`src/rtl/blur_frame_scheduler.sv`:
```
// Round-robin scheduler sharing one blur engine between two frame requesters.
// Define BLUR_SCHED_TIMEOUT_EN to build the WAIT_DONE watchdog (drives err).
module blur_frame_scheduler #(
   parameter int unsigned WIDTH          = 20,
   parameter int unsigned HEIGHT         = 12,
   parameter int unsigned OUT_LAT        = 1,
   parameter int unsigned TIMEOUT_CYCLES = 4096
) (
   input  logic       clk,
   input  logic       reset,
   input  logic [1:0] req,
   input  logic [7:0] src_data_0,
   input  logic [7:0] src_data_1,
   output logic [1:0] src_rd,
   output logic [1:0] grant,
   output logic       eng_rst,
   output logic       eng_start,
   output logic [7:0] eng_data,
   input  logic       eng_done,
   input  logic [7:0] eng_out,
   output logic       dst_valid,
   output logic [7:0] dst_data,
   output logic       dst_id,
   output logic       busy,
   output logic       err
);

   localparam int unsigned N         = WIDTH * HEIGHT * 3;
   localparam int unsigned CNT_MAX_A = (N > TIMEOUT_CYCLES) ? N : TIMEOUT_CYCLES;
   localparam int unsigned CNT_MAX   = (CNT_MAX_A > OUT_LAT) ? CNT_MAX_A : OUT_LAT;
   localparam int unsigned CNT_W     = $clog2(CNT_MAX + 1);
   localparam int unsigned SKIP_LAST = (OUT_LAT > 1) ? OUT_LAT - 2 : 0;

   typedef enum logic [2:0] {
      IDLE,
      ENG_RST,
      START,
      LOAD,
      WAIT_DONE,
      SKIP,
      UNLOAD
   } state_t;

   state_t           state;
   logic [CNT_W-1:0] cnt;
   logic             last;
   logic             pick;

   // Requester chosen in IDLE: on a tie, the one not served last
   always_comb begin
      pick = 1'b0;
      if (req == 2'b11) pick = ~last;
      else if (req[1]) pick = 1'b1;
   end

   // Byte paths are gated passthroughs so each byte lines up with its strobe
   assign eng_data = src_rd[1] ? src_data_1 : (src_rd[0] ? src_data_0 : 8'h00);
   assign dst_data = dst_valid ? eng_out : 8'h00;

   always_ff @(posedge clk or posedge reset) begin
      if (reset) begin
         state     <= IDLE;
         cnt       <= '0;
         last      <= 1'b1;
         grant     <= 2'b00;
         src_rd    <= 2'b00;
         eng_rst   <= 1'b0;
         eng_start <= 1'b0;
         dst_valid <= 1'b0;
         dst_id    <= 1'b0;
         busy      <= 1'b0;
`ifdef BLUR_SCHED_TIMEOUT_EN
         err       <= 1'b0;
`endif
      end else begin
         eng_rst   <= 1'b0;
         eng_start <= 1'b0;
`ifdef BLUR_SCHED_TIMEOUT_EN
         err       <= 1'b0;
`endif
         unique case (state)
            IDLE: begin
               if (req != 2'b00) begin
                  state   <= ENG_RST;
                  grant   <= pick ? 2'b10 : 2'b01;
                  eng_rst <= 1'b1;
                  busy    <= 1'b1;
               end
            end
            ENG_RST: begin
               state     <= START;
               eng_start <= 1'b1;
            end
            START: begin
               state  <= LOAD;
               cnt    <= '0;
               src_rd <= grant;
            end
            LOAD: begin
               if (cnt == CNT_W'(N - 1)) begin
                  state  <= WAIT_DONE;
                  cnt    <= '0;
                  src_rd <= 2'b00;
               end else begin
                  cnt <= cnt + CNT_W'(1);
               end
            end
            WAIT_DONE: begin
               if (eng_done) begin
                  cnt <= '0;
                  if (OUT_LAT > 1) begin
                     state <= SKIP;
                  end else begin
                     state     <= UNLOAD;
                     dst_valid <= 1'b1;
                     dst_id    <= grant[1];
                     last      <= grant[1];
                  end
               end
`ifdef BLUR_SCHED_TIMEOUT_EN
               // Engine never finished: drop the frame and count it as served
               else if (cnt == CNT_W'(TIMEOUT_CYCLES - 1)) begin
                  state   <= IDLE;
                  cnt     <= '0;
                  err     <= 1'b1;
                  eng_rst <= 1'b1;
                  grant   <= 2'b00;
                  busy    <= 1'b0;
                  last    <= grant[1];
               end else begin
                  cnt <= cnt + CNT_W'(1);
               end
`endif
            end
            SKIP: begin
               if (cnt == CNT_W'(SKIP_LAST)) begin
                  state     <= UNLOAD;
                  cnt       <= '0;
                  dst_valid <= 1'b1;
                  dst_id    <= grant[1];
                  last      <= grant[1];
               end else begin
                  cnt <= cnt + CNT_W'(1);
               end
            end
            UNLOAD: begin
               if (cnt == CNT_W'(N - 1)) begin
                  state     <= IDLE;
                  cnt       <= '0;
                  dst_valid <= 1'b0;
                  dst_id    <= 1'b0;
                  grant     <= 2'b00;
                  busy      <= 1'b0;
               end else begin
                  cnt <= cnt + CNT_W'(1);
               end
            end
            default: state <= IDLE;
         endcase
      end
   end

`ifndef BLUR_SCHED_TIMEOUT_EN
   assign err = 1'b0;
`endif

endmodule

```
`config.mk`:
```
export PLATFORM = sky130hd
export DESIGN_NAME = blur_frame_scheduler
export DESIGN_NICKNAME = d
export VERILOG_FILES = /design/src/rtl/blur_frame_scheduler.sv
export SDC_FILE = /design/constraint.sdc
export NUM_CORES = 1
export LEC_CHECK = 0
export CORE_MARGIN = 2
export CORE_UTILIZATION = 48
export DETAILED_ROUTE_END_ITERATION = 10
export PLACE_DENSITY_LB_ADDON = 0.25
export RECOVER_POWER = 25
export SLEW_MARGIN = 20
export SYNTH_ARGS = -nofsm -noshare
export SYNTH_HDL_FRONTEND = slang
export SYNTH_SLANG_ARGS = --single-unit
```
`constraint.sdc`:
```
create_clock -name clk -period 4.8 [get_ports clk]
set_input_delay 0.96 -clock clk [delete_from_list [all_inputs] [get_ports clk]]
set_output_delay 0.96 -clock clk [all_outputs]
set_load 0.005 [all_outputs]
```
==> impl.org, run 1 <==
** Power and ir drop
- The analysis attributes to cell leakage a power of 0.924 nW.
- Total power draw :: 377 uW
- In this run, flip-flops and latches consume 58.1% of the power.
- The analysis attributes to net switching a power of 76.9 uW.
- Internal power :: 300 uW
- The clock network accounts for approximately 29% of the total power.
- Switch share :: 20.4%
- IR drop worst, VDD :: 0.161 mV
- Pwr dens :: 179 nW/um^2
- Power share of the combinational group :: 12.9%

** Clocking
- Quantity of gates resized following cts :: 0
- Number of buffers added to fix hold violations after cts :: 0
- The tree built by TritonCTS fans out to 26 sinks.
- Post-CTS Setup Repair Bufs :: 0
- The root buffer cell chosen for the clock tree is sky130_fd_sc_hd__clkbuf_4.
- Clock latency on the worst-skew pair, taken at its later pin, is 320 ps.
- In this run the number of H-tree levels came out at 1.
- TritonCTS clock tree :: done
- Clock tree synthesis inserted a total of 3 buffers.
- The clock passes through at most 2 buffers.
- After clock tree synthesis, the clock-pin slew on the worst setup and hold paths is 130 ps.

** Placed design
- Detailed placement HPWL :: roughly 3 mm
- OpenSTA, run right after detailed placement, puts the worst setup slack at 1740 ps.
- Summing all placed instances gives a cell area of between 2000 and 2500 um^2.
- The number of placed instances, taps included, is 259.
- IO Port Bufs :: 53
- At the end of routability-driven placement, the weighted congestion stood at 0.805.

** Global routing
- Pin count of the biggest net entering global routing :: 27
- Total gr overflow :: 0
- The first global-routing pass estimated 6.47 mm of wire.
- The initial antenna violation count came to 0.
- Global-route total usage across every layer :: 23.3%
- Number of global-route vias before repair :: 1465

** Hold path
- Class of the most critical hold timing path :: reg -> reg

** Timing
- Final Cycle Share :: 63.3%
- The number of slew-limit violations in the final report was 0.
- Hold Violations, Final :: 0
- For the pin with the worst max-slew slack, the measured transition is 897 ps.
- For this run, the top clock speed supported by timing is about 330 MHz.
- TNS Setup :: 0 ps
- Least setup slack across all paths after layout :: about 1800 ps
- Setup repair after global routing left no endpoint under its margin.
- Clock period minus final worst setup slack :: 3040 ps
- Clock skew on the completed layout was measured at 2.47 ps.
- Final setup violation count :: 0
- Tightest slew margin relative to the limit :: 39.8%
- Hold timing on the final database bottoms out at a slack of around 480 ps.

** Cells and area
- The top cell types in the final layout, fill and taps aside, are 51 x sky130_fd_sc_hd__clkdlybuf4s50_1, 25 x sky130_fd_sc_hd__dfrtp_1, 16 x sky130_fd_sc_hd__nand2_1.
- Antenna cells :: 0
- Post-Layout Inst Area :: about 2100 um^2
- Final net count :: 251
- Cells with a size suffix above 1 make up 3.65% of the layout.
- Signed area change from the synthesized netlist to the final layout :: 37.5%
- Counting the fill cells in the layout gives approximately 250.
- Commonest non-fill, non-tap cell in the layout :: sky130_fd_sc_hd__clkdlybuf4s50_1
- Excluding fillers, the count of instances in the completed layout stands at 263.
- Cells fill approximately 69% of the core in the end.

** Job
- Reported max-cap violation count :: 0

** Setup path
- The worst setup path is launched from an input pin.
- Kind of critical path :: in -> out
- The worst setup path is captured at an output port.
- Data required time at the worst endpoint :: 3840 ps
- Biggest fanout along the worst timing path :: 1
- STA puts the critical path data arrival time at 2080 ps.

** Die
- Die extent in x :: around 61 um
- Number of rows created at floorplan :: 20
- In this run the count of I/O pins placed on the die edge is 55.
- The die covers 3670 um^2.
- Core region area :: between 3000 and 4000 um^2
- Die Y :: 60.6 um
- Initial cell density of the core :: 50.3%

** Routing
- After detailed routing, the number of remaining DRC violations is 0.
- Dividing the detail-routed wire length by the instance count gives between 15 and 20 um.
- Overall via count from detail_route :: approximately 1500
- The count of nets left with antenna violations once routing finished came out at 0.
- In the routed layout, each cell is associated on average with a via count of 5.73.
- The pre-antenna-repair detailed-routing pass consisted of 4 iterations.
- The routed design has around 3.9 mm of wire.
- The first routing iteration left 83 violations.

** Synth
- Synthesized flop and latch total :: 26
- The number of nets in the synthesized netlist is slightly above 200.
- Yosys mapped the design onto 38 distinct sky130hd cell types.
- Summing the sequential cell areas from Yosys gives 42.4% of the chip area.
- Per-instance average area after synthesis :: 8.99 um^2
- Count of yosys warnings during synthesis :: 0
- Synthesis produced 171 cells.
- After synthesis the cells add up to 1540 um^2.

** Outcome
- Status :: completed
cells in the mapped netlist (all sizes together):
cell	count	share of area (%)
and2	8	3.3
nand2b	1	0.41
a221oi	1	0.57
and4	2	1.1
a31o	1	0.57
xor2	2	1.1
a21o	7	3.4
nor3b	3	1.5
or3	1	0.41
o22ai	2	0.81
nand2	16	3.9
nor2	13	3.2
o21ai	14	4.6
conb	1	0.24
xnor2	4	2.3
a41oi	1	1.1
and3	3	1.2
ha	2	1.6
a211oi	2	0.98
a21oi	4	1.3
dfrtp	25	41
nor2b	4	1.6
nor4	5	3.0
a22o	11	6.3
clkbuf	7	1.7
nand3	5	1.6
buf	2	1.2
nand4	3	1.2
a211o	1	0.57
nor3	4	1.3
a32oi	1	1.1
inv	10	2.4
dfstp	1	1.7
o31ai	2	0.98
o21a	2	0.98
worst max-delay path, stage by stage:
cell	delay [ps]
sky130_fd_sc_hd__clkdlybuf4s50_1	460
sky130_fd_sc_hd__a22o_1	150
sky130_fd_sc_hd__clkdlybuf4s50_1	500
power groups by stage:
| stage | registers, mW | clock network (mW) | logic (mW) |
|---|---|---|---|
| floorplan | 0.223 | 0 | 0.0113 |
| global placement | 0.223 | 0 | 0.0489 |
| detailed placement | 0.223 | 0 | 0.0495 |
| CTS | 0.219 | 0.114 | 0.0497 |
| global route | 0.219 | 0.121 | 0.0525 |
| finish | 0.219 | 0.110 | 0.0486 |
cell families after synthesis:
| group | Yosys count | share of synthesized area, % |
|---|---|---|
| AOI/OAI and AO/OA | 49 | 23.1 |
| buffers and inverters | 19 | 5.38 |
| other | 1 | 0.244 |
| and+or+nand+nor | 68 | 23.8 |
| DFF | 26 | 42.4 |
| xor gates and xnor gates | 6 | 3.42 |
| adders and majority gates | 2 | 1.63 |
final timing paths:
check / startpoint / to / slack, ps / cells after the start
max: src_data_1[7] / eng_data[7] / 1760 / 3
min: last / last / 480 / 2
max reg2reg: cnt[0] / cnt[5] / 2480 / 6
min reg2reg: last / last / 480 / 2
max in group asynchronous: reset / cnt[6] / 3240 / 2
min in group asynchronous: reset / eng_rst / 1160 / 2
state kept, by name (all words and copies together) (netlist names), 2 cells and up:
register	flops
cnt	13
grant	2
src_rd	2
state	3
metal layers:
metal	vias to the layer above	routed length (um)	GRT usage [%]
li1	707	-	-
met1	720	1570	26.0
met2	69	1970	42.7
met3	11	329	4.05
met4	0	79	10.9
met5	-	0	0
cell type report:
type / count / area [um^2] / share of cell area (%)
multi-input cells: 126 / 802 / 38.0
flip-flops and latches: 26 / 652 / 30.8
repair buffers: 53 / 531 / 25.1
well taps: 44 / 55.1 / 2.61
inverters: 10 / 37.5 / 1.78
clock buffers: 4 / 36.3 / 1.72
Power figures use the tool's default switching activity.
==> inputs of run 2 (changes only) <==
--- a/config.mk
+++ b/config.mk
@@ -6,7 +6,7 @@
 export NUM_CORES = 1
 export LEC_CHECK = 0
 export CORE_MARGIN = 2
-export CORE_UTILIZATION = 48
+export CORE_UTILIZATION = 45
 export DETAILED_ROUTE_END_ITERATION = 10
 export PLACE_DENSITY_LB_ADDON = 0.25
 export RECOVER_POWER = 25
==> constraint.sdc (replaced) <==
create_clock -name clk -period 2.9 [get_ports clk]
set_input_delay 0.58 -clock clk [delete_from_list [all_inputs] [get_ports clk]]
set_output_delay 0.58 -clock clk [all_outputs]
set_load 0.005 [all_outputs]
==> run 2 against run 1 <==
  * Count of clock-buffer cells in the layout down 1
  * First-iteration DRC count down 49%
  * Clock power up 130%
  * Worst hold slack about the same
  * Largest cell class unchanged
  * Power up 84%
  * Via count down 3.9%
  * Combinational power up 68%
  * Critical path type is now reg -> out
  * Critical path depth unchanged
  * Critical endpoint is now eng_data[0]
==> impl.org, run 2 (synthesis results as in run 1) <==
** Die
- Die extent in x :: 62.4 um
- Boundary Pins :: 55
- Floorplan die area :: 3900 um^2
- Die Y :: between 60 and 70 um
- Core region area :: 3310 um^2
- The initial utilization of the core area, before any placement, comes to 46.4%.
- Number of rows created at floorplan :: 21

** Setup path
- Critical path capture point type :: output port
- Crit path cell chain :: nor2b_1 -> a22o_1 -> clkdlybuf4s50_1
- For the worst setup path, the data required time is ~2300 ps.
- For this design, the slowest cell found on the critical path is sky130_fd_sc_hd__dfrtp_1.
- The worst setup path is launched from a flip-flop.
- For this run, the slowest stage of the critical path takes 520 ps.
- Grouping stages by cell kind, the critical path spends the most delay in flip-flops.
- Total buffers and inverters traversed by the critical path :: 1
- Data on the critical path arrives at its endpoint at between 2000 and 2500 ps.
- Along the worst path, the maximum fanout reaches 11.
- Kind of critical path :: reg -> out

** Cells and area
- Largest register FFs :: 13
- At the end of the flow, the number of nets in the layout was roughly 250.
- Layout cells sized above 1 :: 3.64%
- Storage cell area :: 652 um^2
- Commonest non-fill, non-tap cell in the layout :: sky130_fd_sc_hd__clkdlybuf4s50_1
- After filler insertion, the fill cell instance count of the layout stands at 287.
- Compared with the post-synthesis result, the final layout area differs by 39.0%.
- Largest register by flop count :: cnt
- In the final layout, the registers with the most flip-flops are cnt x13, state x3.
- Antenna cells :: 0
- Final Instance Count excl. Fillers :: around 270
- Cells fill 64.5% of the core in the end.
- Area of the multi-input gates :: 802 um^2
- Commonest non-fill, non-tap cells in the layout :: 52 x sky130_fd_sc_hd__clkdlybuf4s50_1, 25 x sky130_fd_sc_hd__dfrtp_1, 16 x sky130_fd_sc_hd__nand2_1

** Timing
- Setup repair after global routing left no endpoint under its margin.
- Final Cycle Share :: 90.4%
- The final hold violation count is 0.
- TNS Setup :: 0 ps
- In the post-route analysis, the smallest setup slack over all paths is about 280 ps.
- Static timing analysis puts the maximum clock frequency at 381 MHz.
- Final setup violation count :: 0
- Worst-margin pin slew :: 1400 ps
- The number of slew-limit violations in the final report was 0.
- Final setup skew :: 15.3 ps
- Measured against its own limit, the worst slew margin works out to 6.44%.
- Counting I/O delays and the setup requirement, the final critical path takes 2620 ps.

** Routing
- Overall via count from detail_route :: 1448
- After detailed routing, the number of remaining DRC violations is 0.
- In this run the remaining antenna-violating nets after routing total 0.
- The first TritonRoute pass finished after 4 iterations.
- After detailed routing, the number of vias per cell comes to 5.44.
- Summed over all layers, the routed wires come to 3.89 mm.
- Dividing the detail-routed wire length by the instance count gives 14.6 um.
- After the first detailed-routing iteration, the DRC count stood at 42.

** Placed design
- Including well taps, the total number of placed cells is ~260.
- After legalization and detailed placement, the total HPWL measured 3.03 mm.
- At the end of routability-driven placement, the weighted congestion stood at 0.860.
- Before CTS, the worst setup slack after placement is between 600 and 700 ps.
- IO Port Bufs :: 53

** Clocking
- Clock latency on the worst-skew pair, taken at its later pin, is 330 ps.
- CTS buffer count :: 3
- After clock tree synthesis, the clock-pin slew on the worst setup and hold paths is 150 ps.
- CTS built an H-tree with a depth of 1.
- In this run, post-CTS hold repair placed 0 buffers.
- The clock passes through at most 2 buffers.
- Sink Count :: 26
- Post-CTS Setup Repair Bufs :: 0
- Clock root buffer :: sky130_fd_sc_hd__clkbuf_4
- TritonCTS built the clock tree.
- Quantity of gates resized following cts :: 0

** Power and ir drop
- IR drop worst, VDD :: ~0.23 mV
- For this design the ratio of total power to cell area is 325 nW/um^2.
- Static Leakage :: 0.935 nW
- Total power draw :: 695 uW

** Global routing
- The first global-routing pass estimated 6.96 mm of wire.
- The via count of the first global-routing pass is approximately 1500.
- Pin count of the biggest net entering global routing :: 27
- Global-route total usage across every layer :: 22.1%
- Number of antenna violations at the first check in global routing :: 0
- Summed over all layers, the global routing overflow is 0.

** Job
- Across the run, the number of max-cap violations was 0.

** Hold path
- In this run the worst hold path is classified as reg -> reg.

** Outcome
- The flow ran to the end, and the final reports show no timing, DRC or antenna violations.
==> run 2: path summary, 6_finish.rpt <==
kind / startpoint / end / slack (ps) / depth (start not counted)
worst max-delay path: src_rd[1] / eng_data[0] / 280 / 3
worst min-delay path: last / last / 480 / 2
worst max register to register: cnt[0] / cnt[3] / 600 / 6
worst min register to register: last / last / 480 / 2
max in group asynchronous: reset / state[2] / 920 / 3
min in group asynchronous: reset / eng_rst / 1140 / 3
==> run 2: area by class of cell <==
| class | count | area share (%) |
|---|---|---|
| clock buffer | 3 | 1.05 |
| clock inverter | 1 | 1.41 |
| inverter | 10 | 1.76 |
| multi-input combinational | 126 | 37.6 |
| sequential | 26 | 30.5 |
| tap | 46 | 2.69 |
| timing repair buffer | 54 | 25.0 |
==> run 2: per-stage QoR <==
step,cell area [um^2],hold WS (ps)
floorplan,1540,444
global placement,2090,455
detailed placement,2090,457
CTS,2140,477
global route,2140,520
finish,2140,477
==> run 2: tightest hold or removal path: cells and delay by family (launching register included) <==
family | cells | cell delay (ps)
DFF | 1 | 400
AOI/OAI and AO/OA | 1 | 50
and+or+nand+nor | 1 | 40
==> run 2: metal layers <==
layer / track usage, % / wire (um) / vias to the layer above
met5: 0 / 0 / -
met4: 6.94 / 43 / 0
li1: - / - / 712
met1: 26.4 / 1580 / 693
met3: 4.14 / 206 / 4
met2: 39.9 / 2060 / 39
==> run 2: where the power goes <==
part	internal, mW	switching, mW
Clock	0.140	0.111
Combinational	0.0583	0.0235
Sequential	0.363	0
Total	0.561	0.134
